`src/rtl/axi4lite_pkg.sv`:
```
// axi4lite_pkg: shared AXI4-Lite response codes, default widths and strobe width helper
package axi4lite_pkg;
  typedef enum logic [1:0] {OKAY = 2'b00, EXOKAY = 2'b01, SLVERR = 2'b10, DECERR = 2'b11} resp_e;
  localparam int AXI_ADDR_WIDTH = 32;
  localparam int AXI_DATA_WIDTH = 32;
  function automatic int strb_width(int dw);
    return dw / 8;
  endfunction
endpackage

```
`src/rtl/axi4lite_if.sv`:
```
// axi4lite_if: AXI4-Lite bus signal set with master and slave views
interface axi4lite_if
  import axi4lite_pkg::*;
#(parameter int ADDR_WIDTH = AXI_ADDR_WIDTH, parameter int DATA_WIDTH = AXI_DATA_WIDTH);
  logic                              AW_VALID, AW_READY;
  logic [ADDR_WIDTH-1:0]             AW_ADDR;
  logic [2:0]                        AW_PROT;
  logic                              W_VALID, W_READY;
  logic [DATA_WIDTH-1:0]             W_DATA;
  logic [strb_width(DATA_WIDTH)-1:0] W_STRB;
  logic                              B_VALID, B_READY;
  logic [1:0]                        B_RESP;
  logic                              AR_VALID, AR_READY;
  logic [ADDR_WIDTH-1:0]             AR_ADDR;
  logic [2:0]                        AR_PROT;
  logic                              R_VALID, R_READY;
  logic [DATA_WIDTH-1:0]             R_DATA;
  logic [1:0]                        R_RESP;
  modport master (
    output AW_VALID, AW_ADDR, AW_PROT, W_VALID, W_DATA, W_STRB, B_READY, AR_VALID, AR_ADDR, AR_PROT, R_READY,
    input  AW_READY, W_READY, B_VALID, B_RESP, AR_READY, R_VALID, R_DATA, R_RESP
  );
  modport slave (
    input  AW_VALID, AW_ADDR, AW_PROT, W_VALID, W_DATA, W_STRB, B_READY, AR_VALID, AR_ADDR, AR_PROT, R_READY,
    output AW_READY, W_READY, B_VALID, B_RESP, AR_READY, R_VALID, R_DATA, R_RESP
  );
endinterface

```
`src/rtl/axi4lite_addr_decode.sv`:
```
// axi4lite_addr_decode: byte address to register index, flagging any address bit above the index field
module axi4lite_addr_decode
  import axi4lite_pkg::*;
#(
  parameter int ADDR_WIDTH = AXI_ADDR_WIDTH,
  parameter int DATA_WIDTH = AXI_DATA_WIDTH,
  parameter int NUM_REGS   = 16
) (
  input  logic [ADDR_WIDTH-1:0]       addr,
  output logic [$clog2(NUM_REGS)-1:0] index,
  output logic                        err
);
  localparam int OW = $clog2(strb_width(DATA_WIDTH));
  localparam int IW = $clog2(NUM_REGS);
  assign index = addr[OW +: IW];
  assign err   = |(addr >> (OW + IW));
endmodule

```
`src/rtl/axi4lite_slave_regs.sv`:
```
// axi4lite_slave_regs: AXI4-Lite register bank with byte strobes, read-only ID at register 0
module axi4lite_slave_regs
  import axi4lite_pkg::*;
#(
  parameter int          ADDR_WIDTH = AXI_ADDR_WIDTH,
  parameter int          DATA_WIDTH = AXI_DATA_WIDTH,
  parameter int          NUM_REGS   = 16,
  parameter logic [31:0] ID_VALUE   = 32'hA110_0001
) (
  input  logic                           A_CLK,
  input  logic                           A_RST,
  axi4lite_if.slave                      s,
  output logic [NUM_REGS*DATA_WIDTH-1:0] regs_q,
  output logic [NUM_REGS-1:0]            wr_pulse
);
  localparam int IW = $clog2(NUM_REGS);
  localparam int SW = strb_width(DATA_WIDTH);
  typedef enum logic {W_IDLE, W_RESP} wstate_e;
  typedef enum logic {R_IDLE, R_DATA} rstate_e;
  wstate_e               ws, ws_n;
  rstate_e               rs, rs_n;
  logic                  aw_held, w_held, aw_err_q, aw_err_d, ar_err;
  logic [IW-1:0]         aw_idx_q, aw_idx_d, ar_idx, idx;
  logic [DATA_WIDTH-1:0] w_data_q, wdata, r_data;
  logic [SW-1:0]         w_strb_q, wstrb;
  logic [DATA_WIDTH-1:0] regs [NUM_REGS];
  logic [1:0]            b_resp, r_resp;
  logic                  aw_fire, w_fire, ar_fire, commit, err, wr_ok;
  logic                  unused_prot;
  axi4lite_addr_decode #(.ADDR_WIDTH(ADDR_WIDTH), .DATA_WIDTH(DATA_WIDTH), .NUM_REGS(NUM_REGS)) u_aw_dec (
    .addr(s.AW_ADDR), .index(aw_idx_d), .err(aw_err_d)
  );
  axi4lite_addr_decode #(.ADDR_WIDTH(ADDR_WIDTH), .DATA_WIDTH(DATA_WIDTH), .NUM_REGS(NUM_REGS)) u_ar_dec (
    .addr(s.AR_ADDR), .index(ar_idx), .err(ar_err)
  );
  assign unused_prot = ^{s.AW_PROT, s.AR_PROT};
  assign s.AW_READY = !aw_held && ws == W_IDLE && !A_RST;
  assign s.W_READY  = !w_held && ws == W_IDLE && !A_RST;
  assign s.AR_READY = rs == R_IDLE && !A_RST;
  assign s.B_VALID  = ws == W_RESP;
  assign s.B_RESP   = b_resp;
  assign s.R_VALID  = rs == R_DATA;
  assign s.R_DATA   = r_data;
  assign s.R_RESP   = r_resp;
  // Commit uses the held beat if present, otherwise the one handshaking this cycle
  always_comb begin
    aw_fire = s.AW_VALID && s.AW_READY;
    w_fire  = s.W_VALID && s.W_READY;
    ar_fire = s.AR_VALID && s.AR_READY;
    idx     = aw_held ? aw_idx_q : aw_idx_d;
    err     = aw_held ? aw_err_q : aw_err_d;
    wdata   = w_held ? w_data_q : s.W_DATA;
    wstrb   = w_held ? w_strb_q : s.W_STRB;
    commit  = ws == W_IDLE && (aw_held || aw_fire) && (w_held || w_fire);
    wr_ok   = commit && !err && idx != '0;
    ws_n    = ws == W_IDLE ? (commit ? W_RESP : W_IDLE) : (s.B_READY ? W_IDLE : W_RESP);
    rs_n    = rs == R_IDLE ? (ar_fire ? R_DATA : R_IDLE) : (s.R_READY ? R_IDLE : R_DATA);
  end
  always_ff @(posedge A_CLK or posedge A_RST)
    if (A_RST) begin
      ws <= W_IDLE;
      rs <= R_IDLE;
    end else begin
      ws <= ws_n;
      rs <= rs_n;
    end
  always_ff @(posedge A_CLK or posedge A_RST)
    if (A_RST) begin
      aw_held  <= 1'b0;
      w_held   <= 1'b0;
      aw_idx_q <= '0;
      aw_err_q <= 1'b0;
      w_data_q <= '0;
      w_strb_q <= '0;
      b_resp   <= OKAY;
      wr_pulse <= '0;
    end else begin
      aw_held  <= commit ? 1'b0 : aw_held || aw_fire;
      w_held   <= commit ? 1'b0 : w_held || w_fire;
      if (aw_fire) begin
        aw_idx_q <= aw_idx_d;
        aw_err_q <= aw_err_d;
      end
      if (w_fire) begin
        w_data_q <= s.W_DATA;
        w_strb_q <= s.W_STRB;
      end
      wr_pulse <= wr_ok ? NUM_REGS'(1) << idx : '0;
      if (commit) b_resp <= wr_ok ? OKAY : SLVERR;
    end
  always_ff @(posedge A_CLK or posedge A_RST)
    if (A_RST) begin
      for (int i = 0; i < NUM_REGS; i++) regs[i] <= '0;
    end else if (wr_ok) begin
      for (int b = 0; b < SW; b++) if (wstrb[b]) regs[idx][b*8 +: 8] <= wdata[b*8 +: 8];
    end
  // Reads sample the array before this edge's write lands
  always_ff @(posedge A_CLK or posedge A_RST)
    if (A_RST) begin
      r_data <= '0;
      r_resp <= OKAY;
    end else if (ar_fire) begin
      r_data <= ar_err ? '0 : ar_idx == '0 ? DATA_WIDTH'(ID_VALUE) : regs[ar_idx];
      r_resp <= ar_err ? SLVERR : OKAY;
    end
  for (genvar i = 0; i < NUM_REGS; i++) begin : g_q
    assign regs_q[i*DATA_WIDTH +: DATA_WIDTH] = i == 0 ? DATA_WIDTH'(ID_VALUE) : regs[i];
  end
endmodule

```
`src/flat_wrapper.sv`:
```
// flat-port wrapper written by rule: the top's interface ports become plain ports
module axi4lite_slave_regs_flat import axi4lite_pkg::*;
#(
  parameter int          ADDR_WIDTH = AXI_ADDR_WIDTH,
  parameter int          DATA_WIDTH = AXI_DATA_WIDTH,
  parameter int          NUM_REGS   = 16,
  parameter logic [31:0] ID_VALUE   = 32'hA110_0001
)
  (A_CLK, A_RST, regs_q, wr_pulse, s_AW_VALID, s_AW_ADDR, s_AW_PROT, s_W_VALID, s_W_DATA, s_W_STRB, s_B_READY, s_AR_VALID, s_AR_ADDR, s_AR_PROT, s_R_READY, s_AW_READY, s_W_READY, s_B_VALID, s_B_RESP, s_AR_READY, s_R_VALID, s_R_DATA, s_R_RESP);
  axi4lite_if #(.ADDR_WIDTH(ADDR_WIDTH), .DATA_WIDTH(DATA_WIDTH)) s_i ();
  input  logic A_CLK;
  input  logic A_RST;
  output logic [NUM_REGS*DATA_WIDTH-1:0] regs_q;
  output logic [NUM_REGS-1:0] wr_pulse;
  input wire logic [$bits(s_i.AW_VALID)-1:0] s_AW_VALID;
  input wire logic [$bits(s_i.AW_ADDR)-1:0] s_AW_ADDR;
  input wire logic [$bits(s_i.AW_PROT)-1:0] s_AW_PROT;
  input wire logic [$bits(s_i.W_VALID)-1:0] s_W_VALID;
  input wire logic [$bits(s_i.W_DATA)-1:0] s_W_DATA;
  input wire logic [$bits(s_i.W_STRB)-1:0] s_W_STRB;
  input wire logic [$bits(s_i.B_READY)-1:0] s_B_READY;
  input wire logic [$bits(s_i.AR_VALID)-1:0] s_AR_VALID;
  input wire logic [$bits(s_i.AR_ADDR)-1:0] s_AR_ADDR;
  input wire logic [$bits(s_i.AR_PROT)-1:0] s_AR_PROT;
  input wire logic [$bits(s_i.R_READY)-1:0] s_R_READY;
  output wire logic [$bits(s_i.AW_READY)-1:0] s_AW_READY;
  output wire logic [$bits(s_i.W_READY)-1:0] s_W_READY;
  output wire logic [$bits(s_i.B_VALID)-1:0] s_B_VALID;
  output wire logic [$bits(s_i.B_RESP)-1:0] s_B_RESP;
  output wire logic [$bits(s_i.AR_READY)-1:0] s_AR_READY;
  output wire logic [$bits(s_i.R_VALID)-1:0] s_R_VALID;
  output wire logic [$bits(s_i.R_DATA)-1:0] s_R_DATA;
  output wire logic [$bits(s_i.R_RESP)-1:0] s_R_RESP;
  assign s_i.AW_VALID = s_AW_VALID;
  assign s_i.AW_ADDR = s_AW_ADDR;
  assign s_i.AW_PROT = s_AW_PROT;
  assign s_i.W_VALID = s_W_VALID;
  assign s_i.W_DATA = s_W_DATA;
  assign s_i.W_STRB = s_W_STRB;
  assign s_i.B_READY = s_B_READY;
  assign s_i.AR_VALID = s_AR_VALID;
  assign s_i.AR_ADDR = s_AR_ADDR;
  assign s_i.AR_PROT = s_AR_PROT;
  assign s_i.R_READY = s_R_READY;
  assign s_AW_READY = s_i.AW_READY;
  assign s_W_READY = s_i.W_READY;
  assign s_B_VALID = s_i.B_VALID;
  assign s_B_RESP = s_i.B_RESP;
  assign s_AR_READY = s_i.AR_READY;
  assign s_R_VALID = s_i.R_VALID;
  assign s_R_DATA = s_i.R_DATA;
  assign s_R_RESP = s_i.R_RESP;
  axi4lite_slave_regs #(.ADDR_WIDTH(ADDR_WIDTH), .DATA_WIDTH(DATA_WIDTH), .NUM_REGS(NUM_REGS), .ID_VALUE(ID_VALUE)) u_core (.A_CLK(A_CLK), .A_RST(A_RST), .s(s_i), .regs_q(regs_q), .wr_pulse(wr_pulse));
endmodule
```
`config.mk`:
```
export PLATFORM = sky130hd
export DESIGN_NAME = axi4lite_slave_regs_flat
export DESIGN_NICKNAME = d
export VERILOG_FILES = /design/src/rtl/axi4lite_pkg.sv /design/src/rtl/axi4lite_if.sv /design/src/rtl/axi4lite_addr_decode.sv /design/src/rtl/axi4lite_slave_regs.sv /design/src/flat_wrapper.sv
export SDC_FILE = /design/constraint.sdc
export NUM_CORES = 1
export LEC_CHECK = 0
export BUFFER_PORTS_ARGS = -buffer_cell sky130_fd_sc_hd__buf_4
export CAP_MARGIN = 20
export CORE_MARGIN = 4
export CORE_UTILIZATION = 26
export CTS_CLUSTER_SIZE = 24
export DETAILED_ROUTE_END_ITERATION = 10
export PLACE_DENSITY = 0.54
export SLEW_MARGIN = 10
export SYNTH_ARGS = -nofsm -noshare
export SYNTH_HDL_FRONTEND = slang
export SYNTH_HIERARCHICAL = 1
export SYNTH_SLANG_ARGS = --single-unit
```
`constraint.sdc`:
```
create_clock -name A_CLK -period 17.9 [get_ports A_CLK]
set_clock_uncertainty 0.15 [all_clocks]
set_input_delay 1.79 -clock A_CLK [delete_from_list [all_inputs] [get_ports A_CLK]]
set_output_delay 1.79 -clock A_CLK [all_outputs]
set_load 0.02 [all_outputs]
```
==> results.md <==
* Outcome: finished, final reports clean
* Worst setup SP type: input port
* Synth cell types at 54
* Fill cell count at approximately 12000
* WHS Path Cells at 0
* Main flop type after synthesis: dfrtp_1
* Number of synthesized flops with an enable pin at 0
* Core area at 119000 sq um
* Largest net degree at the start of global routing at around 80
* Max Fanout on Critical Path at 8
* Grt ovf at 0
* Part of the Yosys area used for sequential elements at 0.485
* Synth Area per Inst at between 10 and 15 sq um
* Die Wd at 355 um
* Postcts setup bufs at 0
* Final Hold Fails at 0
* Dpl cell area at approximately 34000 sq um
* Slew at the pin with the worst max-slew slack at roughly 1.2 ns
* Synth Instances at ~2300
* FFs w/ async S/R, synth at 1.00
* CTS resizes at 0
* Via count at between 15000 and 20000
* Worst R2R Path Depth at 4
* Core Rows at 126
* I/O pins at between 600 and 700
* Worst slack, placed at ~12 ns
* WS Path Type: in2reg
* Die Height at 355 um
* Tcrit/Tclk final at 0.300
* CTS sink count at 605
* Net Sw Frac at 0.304
* Required time of the critical path at about 18 ns
* # setup viols final at 0
* First-pass GRT wire length at between 150000 and 200000 um
* DRC viols at 0
* Placed Instances at approximately 4000
* Vias in the first global route at 19700
* Post-DP HPWL at slightly below 80000 um
* Post-route cell area at approximately 37000 sq um
* Crit path arrival time at approximately 5.7 ns
* Crit-path max cell delay at between 0.9 and 1 ns
* # Max-Cap Violations at 0
* Yosys reg bits at 605
* Clk_lat worst skew at roughly 0.63 ns
* Layout cells sized above 1 at 0.611
* Crit. End Element: flop
* Power share of the combinational group at 0.174
* Routed length per instance at 27.8 um
* Root buffer cell: clkbuf_16
* Clock buffer depth at 3
* I/O Buffers at between 600 and 700
* Clock network fraction of total power at 0.418
* Detailed Routing Iterations Pass 1 at 4
* PnR worst setup slack at between 10 and 15 ns
* H-tree lvl count at 3
* Layout area overhead at 17.5%
* CP max-delay cell: nand4_1
* Setup_tns at 0 ns
* Total power at between 3000 and 4000 uW
* Min-Delay Path Class: reg2reg
* DRT antenna net count at 0
* Max Fclk at roughly 0.19 GHz
* Sw power at approximately 1100 uW
* Slew Viols, Final at 0
* RSZ-0062 raised after global routing: no
* Power density over the cells at approximately 100 nW/um^2
* Seq pwr share at 0.408
* Worst path depth at 8
* Hold buffer count at cts at 0
* Total CTS buffers at 76
* Most numerous cell on the critical path: nand4_1
* CP Cell Sequence: buf_4 > or4_1 > nor3_2 > nand4_1 > or4b_1 > a22oi_1 > nand4_1 > mux2_2
* Routability Congestion at 0.779
* Fin crit period at 5.38 ns
* Syn. warnings at 6
* Die area at roughly 130000 sq um
* Post-synthesis cell area at about 31000 sq um
* Tot GR Track Use at 0.176
* CTS tree: done
* Peak VDD IR at between 0.07 and 0.08 mV
* Final wirelength at between 100000 and 150000 um
* Crit-path leading delay family: simple AND/OR/NAND/NOR gates
* Final nets at around 2500
* Clk slew on worst S/H paths at approximately 0.06 ns
* Pint at 2590 uW
* WP buf/inv at 1
* Final Non-Filler Cells at 4084
* Max-slew headroom at 0.215
* Leakage at 0.0181 uW
* DRT iter0 DRCs at 879
* Initial Util at 0.263
* Antenna violations before repair at 9
* Number of vias per cell at 4.55
[Yosys cell counts (3+ instances only)]
master	number	area (sq um)
a22oi_1	3	22.5
nor3b_1	6	45.0
and3_1	10	62.6
mux2_2	558	6280
nor2b_1	5	31.3
nor2_1	12	45.0
buf_2	18	90.1
mux2i_1	72	721
nor3_1	13	65.1
a21oi_1	4	20.0
a31oi_1	4	25.0
dfrtp_1	605	15100
nor4_2	8	100
nand4_1	33	206
nor4b_2	4	60.1
mux4_2	120	2700
nand2_1	41	154
nand2b_1	5	31.3
o21ai_0	4	20.0
mux2_1	3	33.8
buf_1	23	86.3
nand3_1	11	55.1
or3b_2	4	35.0
o221ai_1	28	245
a211oi_1	15	113
nor4b_4	4	95.1
and2_1	5	31.3
clkbuf_1	108	405
buf_4	522	3920
nor4_1	11	68.8
inv_1	4	15.0
nand3b_1	3	22.5
[metal layers]
| layer | vias up | global-route usage | share of wire |
|---|---|---|---|
| met5 | - | 0 | 0.00012 |
| met4 | 2 | 0.0490 | 0.023 |
| met3 | 135 | 0.0456 | 0.068 |
| met2 | 615 | 0.297 | 0.49 |
| met1 | 9841 | 0.224 | 0.42 |
| li1 | 7992 | - | - |
[sequential cells by signal (all words and copies together) (netlist names)]
name / cells
u_core/aw_idx_q: 4
u_core/w_strb_q: 4
u_core/s.R_DATA: 32
u_core/regs: 30
u_core/w_held: 1
u_core/s.B_VALID: 1
u_core/w_data_q: 32
u_core/s.B_RESP: 1
u_core/aw_held: 1
u_core/s.R_RESP: 1
u_core/aw_err_q: 1
u_core/regs_q: 480
u_core/s.R_VALID: 1
u_core/wr_pulse: 16
[logic make-up (layout without fill, tap and decap cells)]
family	Yosys count	count (layout)	share of synthesized area
multiplexers	753	753	0.312
buffers and inverters	675	823	0.145
flip-flops	605	605	0.485
AND/OR/NAND/NOR	188	188	0.0390
AO/OA/AOI/OAI	75	75	0.0192
other	2	40	0.000241
[worst paths after layout]
kind,startpoint,slack (ns),to
setup / recovery,s_AW_ADDR[17],12.52,u_core/regs_q[225]
hold / removal,u_core/regs[494],0.22,u_core/regs[494]
setup reg to reg,u_core/aw_held,13.66,u_core/regs_q[124]
hold reg to reg,u_core/regs[494],0.22,u_core/regs[494]
max in group asynchronous,A_RST,14.03,u_core/regs_q[95]
min in group asynchronous,A_RST,1.35,u_core/regs_q[148]
[layout by cell type, fill, tap and decap left out, types with 4 or more instances in the layout]
| cell type | synthesis | layout |
|---|---|---|
| buf_4 | 522 | 673 |
| dfrtp_1 | 605 | 604 |
| mux2_2 | 558 | 558 |
| mux4_2 | 120 | 120 |
| clkbuf_16 | 0 | 77 |
| mux2i_1 | 72 | 72 |
| nand2_1 | 41 | 39 |
| conb_1 | 2 | 35 |
| nand4_1 | 33 | 33 |
| o221ai_1 | 28 | 27 |
| clkbuf_8 | 0 | 22 |
| clkbuf_1 | 108 | 16 |
| a211oi_1 | 15 | 14 |
| nor3_1 | 13 | 13 |
| clkinv_2 | 0 | 11 |
| nand3_1 | 11 | 11 |
| nor2_1 | 12 | 11 |
| nor4_1 | 11 | 11 |
| and3_1 | 10 | 10 |
| nor4b_4 | 4 | 8 |
| nor4_4 | 0 | 8 |
| nor3b_1 | 6 | 6 |
| diode_2 | 0 | 5 |
| clkinvlp_4 | 0 | 5 |
| nor2b_1 | 5 | 5 |
| nand2b_1 | 5 | 5 |
| inv_6 | 0 | 4 |
| a31oi_1 | 4 | 4 |
| and2_1 | 5 | 4 |
| a21oi_1 | 4 | 4 |
| o21ai_0 | 4 | 4 |
[power groups by stage]
| stage | Sequential (uW) | Combinational [uW] | Clock [uW] |
|---|---|---|---|
| after floorplan | 1510 | 459 | 0 |
| after global placement | 1540 | 647 | 0 |
| after detailed placement | 1540 | 649 | 0 |
| after CTS | 1520 | 650 | 1610 |
| after global routing | 1530 | 691 | 1660 |
| final | 1520 | 646 | 1550 |
[metrics by stage]
| stage | utilization | hold slack, ns |
|---|---|---|
| after floorplan | - | 0.275 |
| after global placement | 0.287 | 0.210 |
| after detailed placement | 0.288 | 0.213 |
| after CTS | 0.309 | 0.226 |
| after global routing | 0.309 | 0.234 |
| final | 0.309 | 0.221 |
[final cells by class]
| type | count | area [sq um] | area share |
|---|---|---|---|
| clock buffer | 113 | 2260 | 0.0617 |
| antenna | 5 | 12.5 | 0.000341 |
| sequential | 605 | 15100 | 0.413 |
| multi-input combinational | 1051 | 11800 | 0.322 |
| inverter | 4 | 18.8 | 0.000512 |
| clock inverter | 26 | 260 | 0.00709 |
| timing repair buffer | 680 | 5160 | 0.141 |
| tap | 1600 | 2000 | 0.0546 |
No activity file was read; power rests on OpenSTA's default activity.
